$ cat src/rtl/if_id_buffer.sv
// Two-entry fetch/decode skid FIFO with branch flush and HALT freeze.
// Optional decode-starvation counter enabled by defining IFID_BUBBLE_COUNT_EN.
module if_id_buffer #(
    parameter int unsigned            DATA_WIDTH  = 16,
    parameter logic [DATA_WIDTH-1:0]  NOP_INSTR   = 16'h0000,
    parameter logic [3:0]             HALT_OPCODE = 4'hF
) (
    input  logic                  clock,
    input  logic                  reset,
    input  logic                  in_valid,
    input  logic [DATA_WIDTH-1:0] in_instruction,
    input  logic [DATA_WIDTH-1:0] in_pc_plus2,
    output logic                  in_ready,
    output logic                  out_valid,
    output logic [DATA_WIDTH-1:0] out_instruction,
    output logic [DATA_WIDTH-1:0] out_pc_plus2,
    input  logic                  out_ready,
    input  logic                  flush,
    output logic                  halted
`ifdef IFID_BUBBLE_COUNT_EN
    ,
    output logic [15:0]           bubble_count
`endif
);

    localparam int unsigned DEPTH   = 2;
    localparam int unsigned CNT_W   = 2;
    localparam int unsigned BUBBLE_W = 16;

    typedef enum logic {
        ST_RUN    = 1'b0,
        ST_HALTED = 1'b1
    } state_e;

    state_e                state_q, state_d;
    logic [DATA_WIDTH-1:0] instr_q [DEPTH];
    logic [DATA_WIDTH-1:0] instr_d [DEPTH];
    logic [DATA_WIDTH-1:0] pc_q    [DEPTH];
    logic [DATA_WIDTH-1:0] pc_d    [DEPTH];
    logic                  rd_ptr_q, rd_ptr_d;
    logic                  wr_ptr_q, wr_ptr_d;
    logic [CNT_W-1:0]      count_q, count_d;
    logic                  push, pop;

    // Handshakes depend only on registered state, never on in_valid.
    assign in_ready  = (count_q != CNT_W'(DEPTH)) && (state_q == ST_RUN);
    assign out_valid = (count_q != CNT_W'(0));
    assign halted    = (state_q == ST_HALTED);
    assign push      = in_valid && in_ready;
    assign pop       = out_valid && out_ready;

    assign out_instruction = out_valid ? instr_q[rd_ptr_q] : NOP_INSTR;
    assign out_pc_plus2    = out_valid ? pc_q[rd_ptr_q]    : DATA_WIDTH'(0);

    always_ff @(posedge clock or negedge reset) begin
        if (!reset) begin
            state_q  <= ST_RUN;
            rd_ptr_q <= 1'b0;
            wr_ptr_q <= 1'b0;
            count_q  <= CNT_W'(0);
            for (int i = 0; i < DEPTH; i++) begin
                instr_q[i] <= DATA_WIDTH'(0);
                pc_q[i]    <= DATA_WIDTH'(0);
            end
        end else begin
            state_q  <= state_d;
            rd_ptr_q <= rd_ptr_d;
            wr_ptr_q <= wr_ptr_d;
            count_q  <= count_d;
            for (int i = 0; i < DEPTH; i++) begin
                instr_q[i] <= instr_d[i];
                pc_q[i]    <= pc_d[i];
            end
        end
    end

    // Flush overrides any same-cycle push or pop and releases a halt.
    always_comb begin
        state_d  = state_q;
        rd_ptr_d = rd_ptr_q;
        wr_ptr_d = wr_ptr_q;
        count_d  = count_q;
        for (int i = 0; i < DEPTH; i++) begin
            instr_d[i] = instr_q[i];
            pc_d[i]    = pc_q[i];
        end

        if (flush) begin
            state_d  = ST_RUN;
            rd_ptr_d = 1'b0;
            wr_ptr_d = 1'b0;
            count_d  = CNT_W'(0);
        end else begin
            if (push) begin
                instr_d[wr_ptr_q] = in_instruction;
                pc_d[wr_ptr_q]    = in_pc_plus2;
                wr_ptr_d          = ~wr_ptr_q;
                if (in_instruction[15:12] == HALT_OPCODE) begin
                    state_d = ST_HALTED;
                end
            end
            if (pop) begin
                rd_ptr_d = ~rd_ptr_q;
            end
            case ({push, pop})
                2'b10:   count_d = count_q + CNT_W'(1);
                2'b01:   count_d = count_q - CNT_W'(1);
                default: count_d = count_q;
            endcase
        end
    end

`ifdef IFID_BUBBLE_COUNT_EN
    logic [BUBBLE_W-1:0] bubble_q, bubble_d;

    // Saturating count of cycles where decode wanted work but none was ready.
    always_comb begin
        bubble_d = bubble_q;
        if (out_ready && !out_valid && (bubble_q != {BUBBLE_W{1'b1}})) begin
            bubble_d = bubble_q + BUBBLE_W'(1);
        end
    end

    always_ff @(posedge clock or negedge reset) begin
        if (!reset) begin
            bubble_q <= BUBBLE_W'(0);
        end else begin
            bubble_q <= bubble_d;
        end
    end

    assign bubble_count = bubble_q;
`endif

endmodule

$ cat config.mk
export PLATFORM = sky130hd
export DESIGN_NAME = if_id_buffer
export DESIGN_NICKNAME = d
export VERILOG_FILES = /design/src/rtl/if_id_buffer.sv
export SDC_FILE = /design/constraint.sdc
export NUM_CORES = 1
export LEC_CHECK = 0
export ABC_CLOCK_PERIOD_IN_PS = 2450
export CAP_MARGIN = 10
export CORE_ASPECT_RATIO = 1.5
export CORE_MARGIN = 3
export CORE_UTILIZATION = 44
export CTS_CLUSTER_SIZE = 16
export DETAILED_ROUTE_END_ITERATION = 10
export PLACE_DENSITY = 0.74
export SETUP_SLACK_MARGIN = 0.5
export SYNTH_ARGS = -nofsm -noshare
export SYNTH_HDL_FRONTEND = slang
export SYNTH_SLANG_ARGS = --single-unit
$ cat constraint.sdc
create_clock -name clock -period 2.45 [get_ports clock]
set_input_delay 0.49 -clock clock [delete_from_list [all_inputs] [get_ports clock]]
set_output_delay 0.49 -clock clock [all_outputs]
set_load 0.05 [all_outputs]
==> out/results.tsv <==
metric	value	unit
Clock Sinks	69	
crit path DAT	1550	ps
DRT Wirelength	7000	µm
Die Y	110	µm
Sequential cell area	0.00173	mm²
commonest non-fill, non-tap cells in the layout	66 x dfrtp_1, 61 x mux2_2, 35 x clkdlybuf4s50_1, 28 x nor2_2, 23 x buf_4	
H-tree Lvls	3	
cts hold-fix bufs	0	
Fin. Hold Viols	0	
Hold Path Class	input pin to async pin	
PwrDens	868	mW/mm²
dpl hpwl	4220	µm
total grt overflow	0	
vias per inst	5.23	
Int Power	2.86	mW
Max VDD drop	0.532	mV
DR vias	2138	
DR iter-0 viols	86	
syn_area_per_cell	13.3	µm²
Seq/Total Area, Yosys	0.545	
#FFs+latches synth	69	
vias in the first global route	2166	
Root Driver	clkbuf_8	
DIE AREA	0.00828	mm²
Worst EP required	1960	ps
initial antenna violation count	0	
setup TNS	0	ps
LEAKAGE	1.93	nW
layout overhead on the synthesized area	45.6	%
port bufs	71	
CP Max Fanout	7	
sequential power share	0.397	
final worst path period share	0.833	
Worst Skew	9.64	ps
area of the multi-input gates	0.00151	mm²
Cell Rows	37	
Cell variety after synth	26	
combinational power share	0.274	
core area	0.00694	mm²
largest net degree at the start of global routing	70	
mapped cell area	0.00317	mm²
layout cell share with drive strength beyond 1	0.550	
setup slack at placement	244	ps
max_cap viols	0	
synth warn	0	
Initial Utilization	0.456	
gpl congestion	0.821	
Slew @ Worst Pin	371	ps
Antenna diodes	0	
I/O pins	72	
Slew headroom	0.753	
fillers	528	
Num CTS Buffers	9	
Die Wd	75.3	µm
Final nets	363	
synthesized net count	276	
synthesized instance count	239	
switching share of power	0.285	
CP max-delay cell	dfrtp_2	
# setup viols final	0	
CTS tree	built	
Fmax	490	MHz
drt first pass iters	4	
Clock Path Buffers	2	
DRC Markers	0	
kind of start point of the critical path	flip-flop	
Clock Pin Slew Worst Setup and Hold Paths	80	ps
Setup WS post-layout	409	ps
delay of the slowest critical-path stage	460	ps
Power Total	4.00	mW
DR WL/cell	17.1	µm
outcome	complete, no violations	
clk_lat worst skew	340	ps
post-route ant nets	0	
most common cell after layout, fill and taps aside	dfrtp_1	
RSZ-0062 raised after global routing	yes	
Psw	1.14	mW
Clock power frac	0.329	
Slew Viols, Final	0	
CP endpoint kind	output port	
crit path time final	2040	ps
crit-path cells	buf_12 -> clkbuf_16 -> mux2i_1 -> nor2_1 -> buf_6	
Crit Path Class	flip-flop to output port	
first-pass GRT wire length	10700	µm
All-Layer GR Usage	0.176	
[cell families (layout without fill, tap and decap cells)]
kind of cell    after synthesis  after routing  synth area share
compound gates                9              9            0.0174
mux                          96             96             0.328
buf+inv                      16            108            0.0312
simple gates                 48             48            0.0754
xor+xnor                      1              1           0.00276
flops                        69             69             0.545
[area by class of cell]
| type | count | area share |
|---|---|---|
| Sequential cell | 69 | 0.375 |
| Multi-Input combinational cell | 154 | 0.327 |
| Timing Repair Buffer | 90 | 0.213 |
| Clock inverter | 6 | 0.0344 |
| Clock buffer | 10 | 0.0277 |
| Tap cell | 78 | 0.0211 |
| Inverter | 2 | 0.00163 |
[path summary, 6_finish.rpt]
check / startpoint / endpoint / slack [ps] / cells after the start
max: rd_ptr_q$_DFFE_PN0P_ / out_instruction[15] / 410 / 5
min: reset / instr_q[16]$_DFFE_PN0P_ / 140 / 2
max reg2reg: count_q[1]$_DFFE_PN0P_ / pc_q[6]$_DFFE_PN0P_ / 620 / 5
min reg2reg: pc_q[31]$_DFFE_PN0P_ / pc_q[31]$_DFFE_PN0P_ / 490 / 1
max in group asynchronous: reset / rd_ptr_q$_DFFE_PN0P_ / 1980 / 2
min in group clock: pc_q[31]$_DFFE_PN0P_ / pc_q[31]$_DFFE_PN0P_ / 490 / 1
[power by group through the flow]
stage               clock network (mW)  registers (mW)  logic, mW
floorplan                            0            1.54      0.704
global placement                     0            1.57      0.948
detailed placement                   0            1.58      0.967
CTS                               1.34            1.57       1.01
global route                      1.40            1.63       1.17
finish                            1.32            1.59       1.10
[synthesized netlist by cell type]
library cell,count,area [µm²]
xor2_1,1,8.76
buf_2,4,20.0
clkbuf_1,4,15.0
o2111ai_1,1,8.76
nor2_1,35,131
a31oi_1,1,6.26
a21oi_1,2,10.0
nand2_1,2,7.51
nor4_4,1,21.3
nand3_1,1,5.00
nand2b_1,2,12.5
o21ai_0,3,15.0
nor3_1,1,5.00
nor4b_4,1,23.8
or3_1,1,6.26
dfrtp_1,69,1730
o31ai_1,1,7.51
nor2b_1,3,18.8
inv_1,2,7.51
mux2_1,3,33.8
buf_6,3,33.8
o21a_1,1,7.51
mux2i_1,32,320
buf_4,3,22.5
mux2_2,61,687
nand3b_1,1,7.51
[per-layer routing]
layer  GRT usage  up-vias  routed length (µm)
met2       0.295       47                3700
li1            -     1017                   -
met4      0.0713        0                 117
met3      0.0421       10                 256
met1       0.214     1064                2930
met5           0        -                   0
[state kept, by name, summed over array words and instances, names as in the netlist]
signal	count
count_q	2
halted	1
wr_ptr_q	1
instr_q	32
rd_ptr_q	1
pc_q	32
[timing repair]
action,in CTS,in global routing
buffers inserted,3,4
pin swaps,0,2
gates cloned,2,2
resized for setup,15,37
endpoints found under the setup margin,34,35
[metrics by stage]
step	area (µm²)	utilization	hold WS, ps	std cells
finish	4610	0.665	144	409
global route	4610	0.665	167	409
CTS	4400	0.633	167	403
detailed placement	3990	0.575	482	382
global placement	3990	0.575	467	382
floorplan	3240	-	194	239
[critical path, delay by kind of cell, from the launching register on]
family        cells  cell delay [ps]
flops             1              460
buf+inv           3              490
simple gates      1              140
mux               1              110
Note: power is estimated with default switching activity, not from simulation.
==> variant 1, RTL diff (config.mk and constraints unchanged) <==
`CNT_W`: 2 -> 4.
--- a/src/rtl/if_id_buffer.sv
+++ b/src/rtl/if_id_buffer.sv
@@ -24,7 +24,7 @@
 );
 
     localparam int unsigned DEPTH   = 2;
-    localparam int unsigned CNT_W   = 2;
+    localparam int unsigned CNT_W   = 4;
     localparam int unsigned BUBBLE_W = 16;
 
     typedef enum logic {
Check against the original RTL: no difference found for any inputs over 4 cycles, from zero or initial values and one cycle with reset low; that may be too few to reach the edited logic, so the function may still have changed.
==> variant 1 against the unedited design <==
Final area rose by 19%; area after synthesis rose by 5.3%; setup slack got worse by 0.23 ns; highest routed layer unchanged; critical endpoint is now out_pc_plus2[15]; die area rose by 5.0%; wire length rose by 27%; critical path type unchanged; sequential cell count rose by 2; count of clock-buffer cells in the layout rose by 3.
Power is not shown: default switching activity piles up to over one toggle a cycle in this logic, so the estimate is an artifact.
==> variant 1: results (changes against the unedited design) <==
outcome:
  status: "finished, final reports clean"
synthesis:
  synthesized_area_fraction_occupied_by_adder_cells_pct: 0.750  # +0.75 points
  synthXorXnorAreaFrac_pct: 1.31  # +1.0 points
  ys_top_cells_by_area: "sky130_fd_sc_hd__dfrtp_1 (53%), sky130_fd_sc_hd__mux2_2 (22%), sky130_fd_sc_hd__mux2i_1 (9.6%)"
  netlist_top_cells_count: "sky130_fd_sc_hd__dfrtp_1 (71), sky130_fd_sc_hd__mux2_2 (64), sky130_fd_sc_hd__nor2_1 (39)"
  distinct_cell_type_count_after_synthesis: 31  # +19%
  syn-mean-instance-area_um2: 12.9  # -2.8%
final_layout:
  post_route_cell_area_um2: 5470  # +19%
  multiInputCombCellCount: 170  # +10%
  final_net_count: 411  # +13%
  drive_above_1_share_pct: 54.4  # -0.61 points
  bufAreaShareNonClock_pct: 26.4  # +5.1 points
  clockNetworkAreaShare_pct: 4.37  # -1.8 points
  clock_buffers: 13  # +3
critical_path:
  worst_ep_arrival_time_ns: 1.78  # +0.23 ns
  worstRegToRegCells: 8  # +3
  setup.worst_path.start: "count_q[1]$_DFFE_PN0P_"
  reg_to_reg_critical_path_startpoint: "count_q[0]$_DFFE_PN0P_"
  termination_of_the_worst_setup_path: "out_pc_plus2[15]"
  max_stage_delay_ns: 0.40  # -0.06 ns
  critical_path.max_fanout: 6  # -1
  r2r_slack_ns: 0.23  # -0.39 ns
placement:
  dp.cells: 430  # +13%
  place_congestion: 0.715  # -13%
routing:
  total_via_count_after_detailed_routing: 2439  # +14%
  detail_route.vias_per_cell: 5.11  # -2.2%
  route.detailed.wl_per_inst_um: 18.6  # +9.0%
  drt-initial-drc-count: 70  # -19%
grt:
  grt_util_all_layers_pct: 19.0  # +1.4 points
sta:
  fin_skew_ns: 0.00690  # -0.00274 ns
-- variant 1: cell types whose count changed after synthesis, moves of 3 or more --
| cell | delta |
|---|---|
| sky130_fd_sc_hd__buf_6 | -3 |
| sky130_fd_sc_hd__buf_1 | +3 |
| sky130_fd_sc_hd__mux2_2 | +3 |
| sky130_fd_sc_hd__buf_4 | -3 |
| sky130_fd_sc_hd__nor2_1 | +4 |
| sky130_fd_sc_hd__buf_2 | +4 |
-- variant 1: worst min path at each step --
| stage | startpoint | end | slack (ns) | cells after the start |
|---|---|---|---|---|
| detailed placement | reset | pc_q[5]$_DFFE_PN0P_ | 0.49 | 1 |
| global placement | reset | count_q[0]$_DFFE_PN0P_ | 0.48 | 1 |
| CTS | reset | rd_ptr_q$_DFFE_PN0P_ | 0.11 | 1 |
| global route | reset | count_q[0]$_DFFE_PN0P_ | 0.12 | 1 |
| floorplan | reset | count_q[0]$_DFFE_PN0P_ | 0.19 | 0 |
| finish | reset | count_q[0]$_DFFE_PN0P_ | 0.09 | 1 |
-- variant 1: metrics by stage --
step | hold slack [ns] | setup TNS [ns]
global route | 0.118 | 0
finish | 0.0878 | 0
detailed placement | 0.486 | -0.0320
CTS | 0.109 | 0
global placement | 0.477 | 0
floorplan | 0.194 | 0
-- variant 1: per-layer routing --
metal	routed length [um]	vias to the layer above	GRT usage (%)
met2	4930	45	34.3
met3	253	8	4.74
li1	-	1146	-
met5	0	-	0
met1	3570	1240	21.8
met4	141	0	6.06
-- variant 1: what timing repair did --
action,4_1_cts,5_1_grt
gates resized for setup,51,97
cloned,3,9
setup endpoints to repair,70,101
hold buffers,0,0
setup buffers,14,5
pin swaps,15,34
==> variant 2, RTL diff (same flow settings) <==
Without the edit above. Build with the macro `IFID_BUBBLE_COUNT_EN` defined.
--- a/src/rtl/if_id_buffer.sv
+++ b/src/rtl/if_id_buffer.sv
@@ -1,5 +1,7 @@
 // Two-entry fetch/decode skid FIFO with branch flush and HALT freeze.
 // Optional decode-starvation counter enabled by defining IFID_BUBBLE_COUNT_EN.
+`define IFID_BUBBLE_COUNT_EN
+
 module if_id_buffer #(
     parameter int unsigned            DATA_WIDTH  = 16,
     parameter logic [DATA_WIDTH-1:0]  NOP_INSTR   = 16'h0000,
Check against the original RTL (old outputs only; new: bubble_count): equivalent (Yosys induction, for registers that start in step).
==> variant 2 against the unedited design <==
Area after synthesis is 23% higher; synthesized cell count up 29%; global-route usage increased by 1.2 points; total power rose by 22%; wire length grew 27%; setup slack got worse by 0.010 ns; final area increased by 23%; sequential cell count increased by 16; largest cell class unchanged.
==> variant 2: results (changes against the unedited design) <==
critical_path:
  timing.critical_path.from_type: "flip-flop"
  critical_path.max_fanout: 8  # +1
  worst_ep_arrival_time_ns: 1.56
worst_hold_path:
  timing.hold.worst.class: "input pin to asynchronous set/reset pin"
placement:
  place_worst_setup_slack_ns: 0.216  # -0.0283 ns
  io_buffers: 87  # +23%
  detailed_place_hpwl_um: 5700  # +35%
  place_congestion: 0.723  # -12%
power_and_ir_drop:
  power_leakage_uw: 0.00253  # +31%
  worst_ir_drop_vdd_uv: 683  # +28%
grt:
  grt_pass1_vias: 3005  # +39%
  grt_util_all_layers_pct: 18.8  # +1.2 points
  antenna_found_initial: 0  # unchanged
  first_pass_grt_wire_length_um: 15000  # +40%
  grt_max_degree: 49  # -30%
synthesis:
  distinct_cell_type_count_after_synthesis: 36  # +38%
  netlist_top_cells_count: "sky130_fd_sc_hd__dfrtp_1 (85), sky130_fd_sc_hd__mux2_2 (64), sky130_fd_sc_hd__nor2_1 (39)"
  synthesis.nets: 346  # +25%
  async_flop_share_pct: 100  # unchanged
  ys_top_cells_by_area: "sky130_fd_sc_hd__dfrtp_1 (55%), sky130_fd_sc_hd__mux2_2 (19%), sky130_fd_sc_hd__mux2i_1 (8.2%)"
  ys_seq_area_share_pct: 54.6  # +0.15 points
  synth_warnings: 0  # unchanged
final_layout:
  final_net_count: 449  # +24%
  ant_diodes: 0  # unchanged
  fill_cells: 661  # +25%
  drive_above_1_share_pct: 47.1  # -7.9 points
routing:
  route.detailed.wl_per_inst_um: 16.9  # -1.0%
  drt_pass1_iterations: 4  # unchanged
  drt-initial-drc-count: 104  # +21%
  detail_route.vias_per_cell: 5.30  # +1.5%
outcome:
  status: "finished, final reports clean"
clocking:
  cts-root-buf: "sky130_fd_sc_hd__clkbuf_16"
  worst_skew_pair.late_latency_ns: 0.33
  cts_inserted_buffers: 9  # unchanged
  clkTransAtPathRegs_ns: 0.06  # -0.02 ns
  post_cts_buffers: 6  # +3
  clk_path_buf_depth: 2  # unchanged
  cts.repair.resized: 70  # +55
  h-tree-depth: 3  # unchanged
sta:
  fin_skew_ns: 0.00335  # -0.00629 ns
  worstMarginPinSlew_ns: 0.502  # +0.132 ns
## variant 2: changes by cell type in the layout (fill, tap and decap cells not counted), moves of 9 or more
cell                            delta
sky130_fd_sc_hd__xor2_1           +14
sky130_fd_sc_hd__dfrtp_1          +14
sky130_fd_sc_hd__nand2_1          +11
sky130_fd_sc_hd__buf_6            +12
sky130_fd_sc_hd__buf_4             -9
sky130_fd_sc_hd__dlygate4sd2_1    +17
## variant 2: cell families after synthesis
kind of cell / count (synthesis) / synth area share, %
xor gates and xnor gates: 16 / 3.60
buffers and inverters: 17 / 2.51
and+or+nand+nor: 83 / 10.3
DFF: 85 / 54.6
AOI/OAI and AO/OA: 9 / 1.57
adders and majority gates: 1 / 0.321
muxes: 97 / 27.0
## variant 2: where the power goes
group,internal [uW],leakage [uW],switching (uW)
combinational,695,0.00133,796
sequential,1740,0.00103,255
clock,867,0.000158,517
## variant 2: worst paths after layout
| check | start | endpoint | slack [ns] | depth (start not counted) |
|---|---|---|---|---|
| max in group asynchronous | reset | instr_q[16]$_DFFE_PN0P_ | 1.71 | 2 |
| setup reg to reg | bubble_count[0]$_DFFE_PN0P_ | bubble_count[1]$_DFFE_PN0P_ | 0.59 | 6 |
| hold / removal | reset | instr_q[11]$_DFFE_PN0P_ | 0.12 | 1 |
| min in group clock | pc_q[21]$_DFFE_PN0P_ | pc_q[21]$_DFFE_PN0P_ | 0.50 | 1 |
| hold reg to reg | pc_q[21]$_DFFE_PN0P_ | pc_q[21]$_DFFE_PN0P_ | 0.50 | 1 |
| setup / recovery | rd_ptr_q$_DFFE_PN0P_ | out_pc_plus2[12] | 0.40 | 5 |
## variant 2: area by class of cell
| cell class | count | share of cell area [%] |
|---|---|---|
| inverters | 1 | 0.0662 |
| repair buffers | 108 | 21.0 |
| well taps | 107 | 2.36 |
| multi-input cells | 206 | 33.5 |
| clock inverters | 4 | 0.794 |
| flip-flops and latches | 85 | 37.6 |
| clock buffers | 12 | 4.70 |
## variant 2: routing by layer
metal | track usage (%) | share of wire (%)
met3 | 4.21 | 3.9
met5 | 0 | 0
met2 | 33.1 | 54
met4 | 7.67 | 2.0
met1 | 22.1 | 40
## variant 2: per-stage QoR
stage | hold WS [ns] | instances | area (um^2)
final | 0.124 | 523 | 5670
after CTS | 0.131 | 523 | 5570
after global routing | 0.152 | 523 | 5670
after floorplan | 0.194 | 308 | 3970
after global placement | 0.473 | 497 | 4910
after detailed placement | 0.489 | 497 | 4910
## variant 2: critical path, stage by stage, from the launching register on
cell and delay (ns):
sky130_fd_sc_hd__dfrtp_2 0.51, sky130_fd_sc_hd__buf_6 0.15, sky130_fd_sc_hd__buf_16 0.13, sky130_fd_sc_hd__mux2i_1 0.23, sky130_fd_sc_hd__nor2_2 0.06, sky130_fd_sc_hd__buf_6 0.15
